==> src/rtl/step_pulse_gen.sv <==
// step_pulse_gen
//   Turns single-step requests from the motion controller into STEP/DIR pin
//   waveforms for a stepper driver IC. Guarantees DIR setup time before a
//   STEP rising edge after a direction change, a minimum STEP high width
//   and a minimum STEP low width. Keeps a signed count of completed steps.
//
// Parameters
//   DIR_SETUP   cycles DIR is stable before STEP rises after a dir change (>=1)
//   PULSE_HIGH  cycles STEP is held high per step                         (>=1)
//   PULSE_LOW   minimum cycles STEP is held low after each pulse          (>=1)
//
// Ports
//   clk_in         system clock
//   rst_n_in       asynchronous active-low reset
//   req_valid_in   step request valid
//   req_dir_in     requested direction (1 = forward, 0 = reverse)
//   req_ready_out  block can accept a request this cycle (idle)
//   clear_pos_in   synchronous clear of the position counter
//   step_out       STEP pin
//   dir_out        DIR pin
//   busy_out       high whenever a step is in progress
//   pos_out        signed two's-complement position counter (wraps mod 2^32)

module step_pulse_gen #(
  parameter int unsigned DIR_SETUP  = 200,
  parameter int unsigned PULSE_HIGH = 200,
  parameter int unsigned PULSE_LOW  = 200
) (
  input  logic        clk_in,
  input  logic        rst_n_in,
  input  logic        req_valid_in,
  input  logic        req_dir_in,
  output logic        req_ready_out,
  input  logic        clear_pos_in,
  output logic        step_out,
  output logic        dir_out,
  output logic        busy_out,
  output logic [31:0] pos_out
);

  localparam int unsigned MAX_A = (DIR_SETUP > PULSE_HIGH) ? DIR_SETUP : PULSE_HIGH;
  localparam int unsigned MAX_P = (MAX_A > PULSE_LOW) ? MAX_A : PULSE_LOW;
  localparam int unsigned CW    = $clog2(MAX_P) + 1;

  // Each phase ends on the edge where the counter holds its length minus one,
  // so a phase entered at edge t lasts exactly N cycles and exits at t+N.
  localparam logic [CW-1:0] SETUP_LAST = CW'(DIR_SETUP - 1);
  localparam logic [CW-1:0] HIGH_LAST  = CW'(PULSE_HIGH - 1);
  localparam logic [CW-1:0] LOW_LAST   = CW'(PULSE_LOW - 1);

  typedef enum logic [1:0] {
    IDLE  = 2'd0,
    SETUP = 2'd1,
    HIGH  = 2'd2,
    LOW   = 2'd3
  } state_t;

  state_t          state_q;
  logic [CW-1:0]   cnt_q;
  logic            step_q;
  logic            dir_q;
  logic [31:0]     pos_q;
  logic            phase_done;
  logic            pos_update;

  always_comb begin
    phase_done = 1'b0;
    case (state_q)
      SETUP:   phase_done = (cnt_q == SETUP_LAST);
      HIGH:    phase_done = (cnt_q == HIGH_LAST);
      LOW:     phase_done = (cnt_q == LOW_LAST);
      default: phase_done = 1'b0;
    endcase
  end

  assign pos_update = (state_q == HIGH) && phase_done;

  always_ff @(posedge clk_in or negedge rst_n_in) begin
    if (!rst_n_in) begin
      state_q <= IDLE;
      cnt_q   <= '0;
      step_q  <= 1'b0;
      dir_q   <= 1'b0;
    end else begin
      case (state_q)
        IDLE: begin
          if (req_valid_in) begin
            cnt_q <= '0;
            if (req_dir_in == dir_q) begin
              step_q  <= 1'b1;
              state_q <= HIGH;
            end else begin
              // DIR only moves here, while STEP is guaranteed low.
              dir_q   <= req_dir_in;
              state_q <= SETUP;
            end
          end
        end
        SETUP: begin
          if (phase_done) begin
            cnt_q   <= '0;
            step_q  <= 1'b1;
            state_q <= HIGH;
          end else begin
            cnt_q <= cnt_q + CW'(1);
          end
        end
        HIGH: begin
          if (phase_done) begin
            cnt_q   <= '0;
            step_q  <= 1'b0;
            state_q <= LOW;
          end else begin
            cnt_q <= cnt_q + CW'(1);
          end
        end
        LOW: begin
          if (phase_done) begin
            cnt_q   <= '0;
            state_q <= IDLE;
          end else begin
            cnt_q <= cnt_q + CW'(1);
          end
        end
        default: begin
          cnt_q   <= '0;
          step_q  <= 1'b0;
          state_q <= IDLE;
        end
      endcase
    end
  end

  // Clear has priority over a coincident step completion.
  always_ff @(posedge clk_in or negedge rst_n_in) begin
    if (!rst_n_in) begin
      pos_q <= '0;
    end else if (clear_pos_in) begin
      pos_q <= '0;
    end else if (pos_update) begin
      pos_q <= pos_q + (dir_q ? 32'h0000_0001 : 32'hFFFF_FFFF);
    end
  end

  assign req_ready_out = (state_q == IDLE);
  assign busy_out      = (state_q != IDLE);
  assign step_out      = step_q;
  assign dir_out       = dir_q;
  assign pos_out       = pos_q;

endmodule

==> config.mk <==
export PLATFORM = sky130hd
export DESIGN_NAME = step_pulse_gen
export DESIGN_NICKNAME = d
export VERILOG_FILES = /design/src/rtl/step_pulse_gen.sv
export SDC_FILE = /design/constraint.sdc
export NUM_CORES = 1
export LEC_CHECK = 0
export ABC_AREA = 1
export BUFFER_PORTS_ARGS = -buffer_cell sky130_fd_sc_hd__buf_2
export CORE_ASPECT_RATIO = 1.2
export CORE_UTILIZATION = 29
export DETAILED_ROUTE_END_ITERATION = 12
export GPL_ROUTABILITY_DRIVEN = 0
export SKIP_LAST_GASP = 1
export SLEW_MARGIN = 15
export SYNTH_ARGS = -nofsm -noshare
export SYNTH_HDL_FRONTEND = slang
export SYNTH_SLANG_ARGS = --single-unit
==> constraint.sdc <==
create_clock -name clk_in -period 3.9 [get_ports clk_in]
set_input_delay 0.78 -clock clk_in [delete_from_list [all_inputs] [get_ports clk_in]]
set_output_delay 0.78 -clock clk_in [all_outputs]
set_load 0.03 [all_outputs]
# == Yosys cells after proc, flatten, opt, wreduce, memory -nomap -nowiden ==
# Cells that the tools add are included.
# classes
n_mux,18
n_bitwise,1
eq_ne,10
n_reduce_logical,9
n_addsub,2
# ops
op,count
32-bit 2-to-1 mux,3
32-bit adder,1
9-bit 2-to-1 mux,2
9-bit case mux with 2 select lines,1
2-bit 2-to-1 mux,5
"9-bit by 1-bit adder with 9-bit output, second input constant",1
"9-bit by 8-bit equality test with 1-bit output, second input constant",1
"2-bit inequality test, second input constant",4
2-bit case mux with 4 select lines,1
1-bit 2-to-1 mux,5
5-bit AND reduction,1
"2-bit equality test, second input constant",2
4-bit AND reduction,1
2-bit nonzero test,2
1-bit case mux with 3 select lines,1
3-bit AND reduction,1
3-bit nonzero test,1
3-bit OR reduction,1
"2-bit by 1-bit equality test with 1-bit output, second input constant",1
2-bit logical NOT,1
"2-bit by 1-bit inequality test with 1-bit output, second input constant",1
1-bit equality test,1
1-bit logical AND,1
1-bit inverter,1
# totals
ff_bits,45
wordCells,45
output_inout_bits,36
in_bits,5

# == Depth between registers and ports, before layout ==
# Gate-level depths: netlist of the first run.
# depth
depth_word,6
ltp_mapped,15
mapped_depth_nobuf,15

# == Worst setup path before layout of the first run ==
# OpenSTA, ideal clock, no wires.
# synth_timing
path_type,reg2reg
start,"register dir_q, in the netlist dir_out"
end,"register pos_q[29], in the netlist pos_out[29]"
path_stages_with_launch,12
slack_ns,1.344
path_buffers,0
setup_time_ns,0.117
period_less_slack_ns,2.556
required_time_ns,3.783
arrival_time_ns,2.439
cell_sequence,dfrtp_1 > inv_1 > ha_1 > or2_2 > nand3_1 > nand2_1 > nand2_1 > nand2_1 > nand2_1 > nand3_1 > nand3_1 > nand2_1
# synth_via
elab_chain_len,4
# synth_lines
element,line_no,text
start: declaration,61,logic dir_q;
start signal: assignment,94,dir_q <= req_dir_in;
32-bit 2-to-1 mux,141,pos_q <= pos_q + (dir_q ? 32'h0000_0001 : 32'hFFFF_FFFF);
32-bit adder,141,
32-bit 2-to-1 mux,140,end else if (pos_update) begin
32-bit 2-to-1 mux,138,end else if (clear_pos_in) begin
end signal: assignment,141,
end: declaration,62,logic [31:0] pos_q;
# No other way between the ends. The select of a mux whose other input is x is not followed.
# A chain may end at the register's enable or synchronous reset.

# == Final worst setup path of the first run ==
# layout_timing
start,"register dir_q, in the netlist dir_out"
end,"register pos_q[28], in the netlist pos_out[28]"
# Same word-level chain as after synthesis.

==> run metrics, run 1 <==
syn_nets=775; placed inst area=4800 um2; synth unique cells=35; wire length on met3=544 um; final worst path period need=2.91 ns; first-pass GRT wire length=19800 um; Die Area=15600 um2; run status=finished clean; chip height=137 um; largest net degree at the start of global routing=33; CTS max path bufs=2; crit path launch type=register; commonest cells after routing, fill and taps aside=nand2_1, inv_1, nor2_1, nand3_1, dfrtp_1; number of buffers added on ports=40; vias=4355; length of the first detailed-routing pass in iterations=5; #FFs+latches synth=45; clk_lat worst skew=0.30 ns; Crit path required time=4.09 ns; Final setup viols=0; Layout Nets=818; Final Cycle Share=74.6%; utilization after layout=33.9%; post-detail-place hpwl=9520 um; Worst Setup End Kind=register; pwr dens=189 nW/um2; number of max-cap violations=0; cell area after layout=4950 um2; initial antenna violation count=0; Total Routed Length=11700 um; area grow syn2layout=13.0%; Mean Syn Cell Area=5.97 um2; total CTS buffers=5; met2 routed WL=5900 um; Reg clk slew, reported paths=0.07 ns; Final Skew=0.00720 ns; Horiz. Die Dim=114 um; vias in the first global route=4257; Worst Path Max Fanout=18; cts hold-fix bufs=0; Hold Slack=0.473 ns; register area share after synthesis=25.7%; GRT Total Usage=16.0%; slew margin rel.=44.0%; Post-CTS Resized=0; Pleak=3.02 nW; WS Path Type=reg -> reg; Worst-Margin Slew=0.838 ns; DRT iter0 DRCs=200; hold crit path type=reg -> reg; Initial Utilization=30.0%; vias per cell=4.45; Slew Limit Fails=0; antenna cells=0; final hold violation count=0; CTS tree=built; top layer in use=met4; Syn Inst Count=734; CTS H-tree lvls=2; setup tns final=0 ns; Core Region=14600 um2; critical path data arrival time=3.10 ns; Residual DRC=0; number of setup buffers added after CTS=0; achievable clock frequency=0.344 GHz; fillers=1601; row cnt=48; Syn Std Cell Area=4380 um2; layout cell share with drive strength beyond 1=9.51%; Max IR drop VDD=0.000163 V; WL met1=5030 um; Congestion Overflow GR=0; drt wl/cell=11.9 um; CTS sink cnt=45; Root Driver=clkbuf_16; commonest non-fill, non-tap cell in the layout=nand2_1; YS warnings=0; RSZ-0062 raised after global routing=no; IO Count=41; Detail Route Antenna Nets=0
[worst max-delay path, stage by stage (launching register included)]
cell and delay, ns:
dfrtp_1 0.43, inv_1 0.52, buf_4 0.28, buf_4 0.19, ha_1 0.24, nand2_1 0.12, inv_1 0.09, nand2_1 0.07
nor3_1 0.31, and2_1 0.19, nand2_1 0.10, nand2_1 0.09, nand2_1 0.05, nand3_1 0.06, nand2_1 0.05
[kinds of logic after synthesis]
family	after synthesis	synth area share (%)
adder cells (fa/ha/maj)	36	10.4
buffers and inverters	143	12.9
AND/OR/NAND/NOR	447	41.6
flip-flops	45	25.7
XOR/XNOR	7	1.40
AO/OA/AOI/OAI	56	8.02
[final timing paths]
kind	slack (ns)	to	cells after the start	startpoint
setup / recovery	0.99	pos_out[28]$_DFFE_PN0P_	14	dir_out$_DFFE_PN0P_
hold / removal	0.47	step_out$_DFFE_PN0P_	2	step_out$_DFFE_PN0P_
setup reg to reg	0.99	pos_out[28]$_DFFE_PN0P_	14	dir_out$_DFFE_PN0P_
hold reg to reg	0.47	step_out$_DFFE_PN0P_	2	step_out$_DFFE_PN0P_
max in group asynchronous	2.68	pos_out[6]$_DFFE_PN0P_	2	rst_n_in
min in group asynchronous	0.50	cnt_q[7]$_DFFE_PN0P_	1	rst_n_in
[power breakdown]
| part | total [mW] | switching [mW] | internal, mW |
|---|---|---|---|
| clock | 0.446 | 0.205 | 0.241 |
| combinational | 0.0233 | 0.0191 | 0.00420 |
| sequential | 0.469 | 0.00178 | 0.467 |
| total | 0.938 | 0.226 | 0.713 |
[Yosys cell counts (all sizes together)]
cell type	instances	share of area [%]
a21o	1	0.17
a21oi	21	2.4
a31o	1	0.20
and2	2	0.31
buf	7	1.2
dfrtp	45	26
fa	1	0.46
ha	35	10
inv	136	12
nand2	319	27
nand3	48	5.5
nand3b	1	0.17
nand4	8	1.3
nor2	60	5.3
nor3	7	0.91
nor4	1	0.49
o211ai	1	0.17
o21a	1	0.17
o21ai	23	3.6
o21bai	4	0.68
o22ai	2	0.29
o31ai	1	0.17
o32ai	1	0.20
or2	1	0.14
xnor2	1	0.20
xor2	6	1.2
[area by class of cell]
class                      count  area [um2]  area share, %
clock buffer                   5         125           2.53
clock inverter                 3        25.0          0.505
inverter                     136         510           10.3
multi-input combinational    546        2690           54.4
sequential                    45        1130           22.7
tap                          200         250           5.05
timing repair buffer          43         223           4.50
[state kept, by name (all words and copies together) (netlist names)]
register	count
state_q	2
pos_out	32
cnt_q	9
step_out	1
dir_out	1
[metal layers]
metal  vias up  global-route usage, %
met5         -                      0
met4         0                   4.76
met3        11                   2.39
met2        83                   30.0
met1      1921                   18.7
li1       2340                      -
[through the flow]
step	power (mW)	setup WS, ns	instances
after floorplan	0.486	1.34	734
after global placement	0.503	0.978	970
after detailed placement	0.503	0.952	970
after CTS	0.954	0.932	978
after global routing	0.975	0.793	978
final	0.938	0.990	978
(Power assumes the default switching activity.)
==> run 2, diff against run 1 <==
- clock period: 3.9 -> 2.6 ns (I/O delays scaled with it)
==> run 2 against run 1 <==
- hold slack worse by 0.30 ns
- non-clock buffer count is 2 higher
- largest power group is now clock
- combinational power is 59% higher
- critical path type unchanged
- power is 62% higher
- clock-buffer cell count stayed put
- critical endpoint is now pos_out[23]$_DFFE_PN0P_
- global-route usage is 0.45 points higher
- routed wire length is 2.6% higher
- utilization is 0.45 points higher
- die area stayed put
- sequential power is 50% higher
- cell count is 0.20% higher
- design area is 1.3% higher
==> run metrics, run 2 (same netlist as run 1, synthesis figures left out) <==
post-detail-place hpwl=9390 um; WP depth=12; Gate power share=2.4%; CTS tree=built; Pleak=3.04 nW; internal power=1.16 mW; Detail Route Antenna Nets=0; row cnt=48; length of the first detailed-routing pass in iterations=4; commonest non-fill, non-tap cell in the layout=nand2_1; CP top delay family=simple AND/OR/NAND/NOR gates; crit-path max cell delay=0.44 ns; vias per cell=4.42; final worst path period need=2.36 ns; Max IR drop VDD=0.000200 V; largest net degree at the start of global routing=33; vias=4327; chip height=137 um; max reg flops=32; NetSw=352 uW; CTS max path bufs=2; placed inst area=4840 um2; cell area after layout=5020 um2; antenna cells=0; Final Skew=0.0131 ns; crit path launch type=register; Worst Path Max Fanout=32; most used cell, CP=nand2_1; number of setup buffers added after CTS=0; DP Cell Count=972; final hold violation count=0; Hold Slack=0.170 ns; clk_lat worst skew=0.31 ns; Final Worst Setup Slack=0.243 ns; slew margin rel.=67.0%; Reg clk slew, reported paths=0.08 ns; Post-CTS Resized=0; Worst Setup End Kind=register; total CTS buffers=5; vias in the first global route=4201; RSZ-0062 raised after global routing=no; hold crit path type=in -> async; Residual DRC=0; Sw Share=23.2%; commonest cells after routing, fill and taps aside=nand2_1, inv_1, nor2_1, nand3_1, dfrtp_1; DRT iter0 DRCs=190; Root Driver=clkbuf_16; setup tns final=0 ns; run status=finished clean; Total Routed Length=12000 um; cts hold-fix bufs=0; layout cell share with drive strength beyond 1=10.0%; pwr dens=302 nW/um2; Core Region=14600 um2; r2r worst-path depth=12; critical path's slowest cell=dfrtp_2; number of max-cap violations=0; initial antenna violation count=0; Initial Utilization=30.0%; Horiz. Die Dim=114 um; number of buffers added on ports=40; pre-CTS WS=0.235 ns; WS Path Type=reg -> reg; Clock power frac=51.2%; IO Count=41; Layout Nets=820; Slew Limit Fails=0; post-route insts no fill=980; CTS sink cnt=45; critical path data arrival time=2.57 ns; drt wl/cell=12.2 um; Critical Path, Cell by Cell=inv_1 -> buf_12 -> ha_1 -> or2_2 -> nand3_1 -> nand2_1 -> nand2_1 -> nand2_1 -> nand2_1 -> nand3_1 -> nand3_1 -> nand2_1; Final Cycle Share=90.7%; Crit path required time=2.81 ns; Final setup viols=0; achievable clock frequency=0.424 GHz; CTS H-tree lvls=2; Worst-Margin Slew=0.495 ns; Congestion Overflow GR=0; area grow syn2layout=14.5%; WP buf/inv=2; Die Area=15600 um2; first-pass GRT wire length=20200 um; sequential share of power=46.4%; GRT Total Usage=16.5%
[run 2: cell types whose count changed in the layout (fill, tap and decap cells not counted), sizes merged]
cell    previous run  this run
inv              137       136
buf               43        45
bufinv             0         1
[run 2: layout make-up]
cell class	count	area (um2)
clock buffers	5	125
clock inverters	3	46.3
fillers	1644	9580
inverters	136	510
multi-input cells	546	2700
flip-flops and latches	45	1130
well taps	200	250
repair buffers	45	263
[run 2: path summary, 6_finish.rpt]
kind	start	end	slack [ns]
worst max-delay path	dir_out$_DFFE_PN0P_	pos_out[23]$_DFFE_PN0P_	0.24
worst min-delay path	rst_n_in	cnt_q[6]$_DFFE_PN0P_	0.17
worst max register to register	dir_out$_DFFE_PN0P_	pos_out[23]$_DFFE_PN0P_	0.24
worst min register to register	step_out$_DFFE_PN0P_	step_out$_DFFE_PN0P_	0.47
max in group asynchronous	rst_n_in	dir_out$_DFFE_PN0P_	1.65
min in group clk_in	step_out$_DFFE_PN0P_	step_out$_DFFE_PN0P_	0.47
[run 2: layer usage]
layer  global-route usage, %  vias to the layer above  routed length (um)
met5                       0                        -                   0
met4                    5.56                        0                 259
met3                    2.44                       15                 459
met2                    28.6                       65                5600
met1                    20.8                     1903                5650
li1                        -                     2344                   -
[run 2: stage by stage]
| stage | power (mW) | utilization, % |
|---|---|---|
| floorplan | 0.729 | - |
| global placement | 0.755 | 33.2 |
| detailed placement | 0.756 | 33.2 |
| CTS | 1.54 | 34.4 |
| global route | 1.57 | 34.4 |
| finish | 1.52 | 34.4 |
[run 2: power groups by stage]
| stage | combinational [mW] | sequential (mW) | clock, mW |
|---|---|---|---|
| after floorplan | 0.0100 | 0.719 | 0 |
| after global placement | 0.0384 | 0.717 | 0 |
| after detailed placement | 0.0393 | 0.717 | 0 |
| after CTS | 0.0395 | 0.703 | 0.802 |
| after global routing | 0.0430 | 0.704 | 0.819 |
| final | 0.0370 | 0.703 | 0.776 |
==> run 3, diff against run 2 <==
- CORE_ASPECT_RATIO: 1.2 -> 0.8
==> run 3 against run 2 <==
- sequential power about the same
- power rose by 0.98%
- worst setup slack got worse by 0.039 ns
- utilization is 0.19 points higher
- design area up 0.20%
==> run metrics, run 3 (same netlist as run 1, synthesis figures left out) <==
Worst-Margin Slew=0.431 ns; post-detail-place hpwl=9380 um; Layout Nets=821; placed inst area=4860 um2; Worst Path Max Fanout=32; crit path launch type=register; r2r worst-path depth=12; Final Cycle Share=92.2%; vias=4416; largest net degree at the start of global routing=46; Post-CTS Resized=0; drt wl/cell=12.4 um; Congestion Overflow GR=0; final hold violation count=0; vias per cell=4.58; commonest non-fill, non-tap cell in the layout=nand2_1; RSZ-0062 raised after global routing=no; CTS tree=built; run status=finished clean; vias in the first global route=4121; Pleak=3.06 nW; chip height=112 um; cts hold-fix bufs=0; Total Routed Length=12000 um; number of max-cap violations=0; area grow syn2layout=14.7%; Core Region=14500 um2; row cnt=39; Detail Route Antenna Nets=0; slew margin rel.=71.0%; reg2reg start=dir_out$_DFFE_PN0P_; Residual DRC=0; max reg flops=32; CTS max path bufs=2; CTS sink cnt=45; number of setup buffers added after CTS=0; critical path data arrival time=2.59 ns; Reg clk slew, reported paths=0.07 ns; FF-to-FF setup slack=0.20 ns; antenna cells=0; Die Area=15600 um2; Max IR drop VDD=0.000303 V; layout cell share with drive strength beyond 1=9.86%; R2R Path End=pos_out[21]$_DFFE_PN0P_; Final Skew=0.00842 ns; setup tns final=0 ns; Worst Setup End Kind=register; Horiz. Die Dim=139 um; Initial Utilization=30.1%; Final setup viols=0; Crit path required time=2.79 ns; final worst path period need=2.40 ns; Root Driver=clkbuf_16; IO Count=41; WS Path Type=reg -> reg; commonest cells after routing, fill and taps aside=nand2_1, inv_1, nor2_1, nand3_1, dfrtp_1; GRT Total Usage=16.3%; first-pass GRT wire length=20400 um; total CTS buffers=5; Slew Limit Fails=0; pwr dens=305 nW/um2; clk_lat worst skew=0.30 ns; DRT iter0 DRCs=337; CTS H-tree lvls=2; number of buffers added on ports=40; hold crit path type=in -> async; length of the first detailed-routing pass in iterations=5; initial antenna violation count=0; achievable clock frequency=0.417 GHz; cell area after layout=5030 um2
-- run 3: changes by cell type in the layout (fill, tap and decap cells not counted) --
cell,previous run,this run
inv_6,0,2
clkinv_4,1,0
ha_1,34,35
dfrtp_2,1,0
buf_12,2,4
buf_4,3,2
ha_2,1,0
clkinvlp_4,1,0
dfrtp_1,44,45
-- run 3: worst max path at each step --
| stage | startpoint | slack (ns) | depth (start not counted) | endpoint |
|---|---|---|---|---|
| floorplan | dir_out$_DFFE_PN0P_ | 0.04 | 11 | pos_out[29]$_DFFE_PN0P_ |
| global placement | dir_out$_DFFE_PN0P_ | 0.28 | 12 | pos_out[21]$_DFFE_PN0P_ |
| detailed placement | dir_out$_DFFE_PN0P_ | 0.26 | 12 | pos_out[21]$_DFFE_PN0P_ |
| CTS | dir_out$_DFFE_PN0P_ | 0.25 | 12 | pos_out[21]$_DFFE_PN0P_ |
| global route | dir_out$_DFFE_PN0P_ | 0.02 | 14 | pos_out[21]$_DFFE_PN0P_ |
| finish | dir_out$_DFFE_PN0P_ | 0.20 | 12 | pos_out[21]$_DFFE_PN0P_ |
-- run 3: final cells by class --
cell class	instances	area, um2
Inverter	136	510
Timing Repair Buffer	46	295
Clock inverter	3	47.5
Sequential cell	45	1130
Tap cell	184	230
Fill cell	1648	9510
Multi-Input combinational cell	546	2690
Clock buffer	5	125
-- run 3: stage by stage --
step | setup WS [ns] | hold slack, ns | std cells | power, mW | util (%)
after global placement | 0.284 | 0.465 | 957 | 0.762 | 33.4
after CTS | 0.249 | 0.210 | 965 | 1.55 | 34.6
final | 0.204 | 0.181 | 965 | 1.53 | 34.6
after detailed placement | 0.264 | 0.460 | 957 | 0.762 | 33.4
after global routing | 0.0236 | 0.221 | 965 | 1.58 | 34.6
after floorplan | 0.0441 | 0.224 | 734 | 0.729 | -
-- run 3: routing by layer --
metal / vias up / global-route usage, % / part of all wire (%)
met3: 10 / 3.18 / 6.5
met2: 123 / 23.9 / 38
met4: 0 / 2.74 / 0.83
met1: 1937 / 24.6 / 54
met5: - / 0 / 0
li1: 2346 / - / -
-- run 3: where the power goes --
| part | switching, mW | total [mW] | internal, mW |
|---|---|---|---|
| registers | 0.00297 | 0.703 | 0.700 |
| clock network | 0.324 | 0.786 | 0.462 |
| logic | 0.0303 | 0.0419 | 0.0116 |
-- run 3: critical path, stage by stage, from the launching register on --
cell and delay [ns]:
dfrtp_1 0.42, inv_1 0.09, buf_12 0.18, ha_1 0.39
or2_2 0.32, nand3_1 0.08, nand2_1 0.10, nand2_1 0.11
nand2_1 0.18, nand2_1 0.13, nand3_1 0.08, nand3_1 0.12
nand2_1 0.06
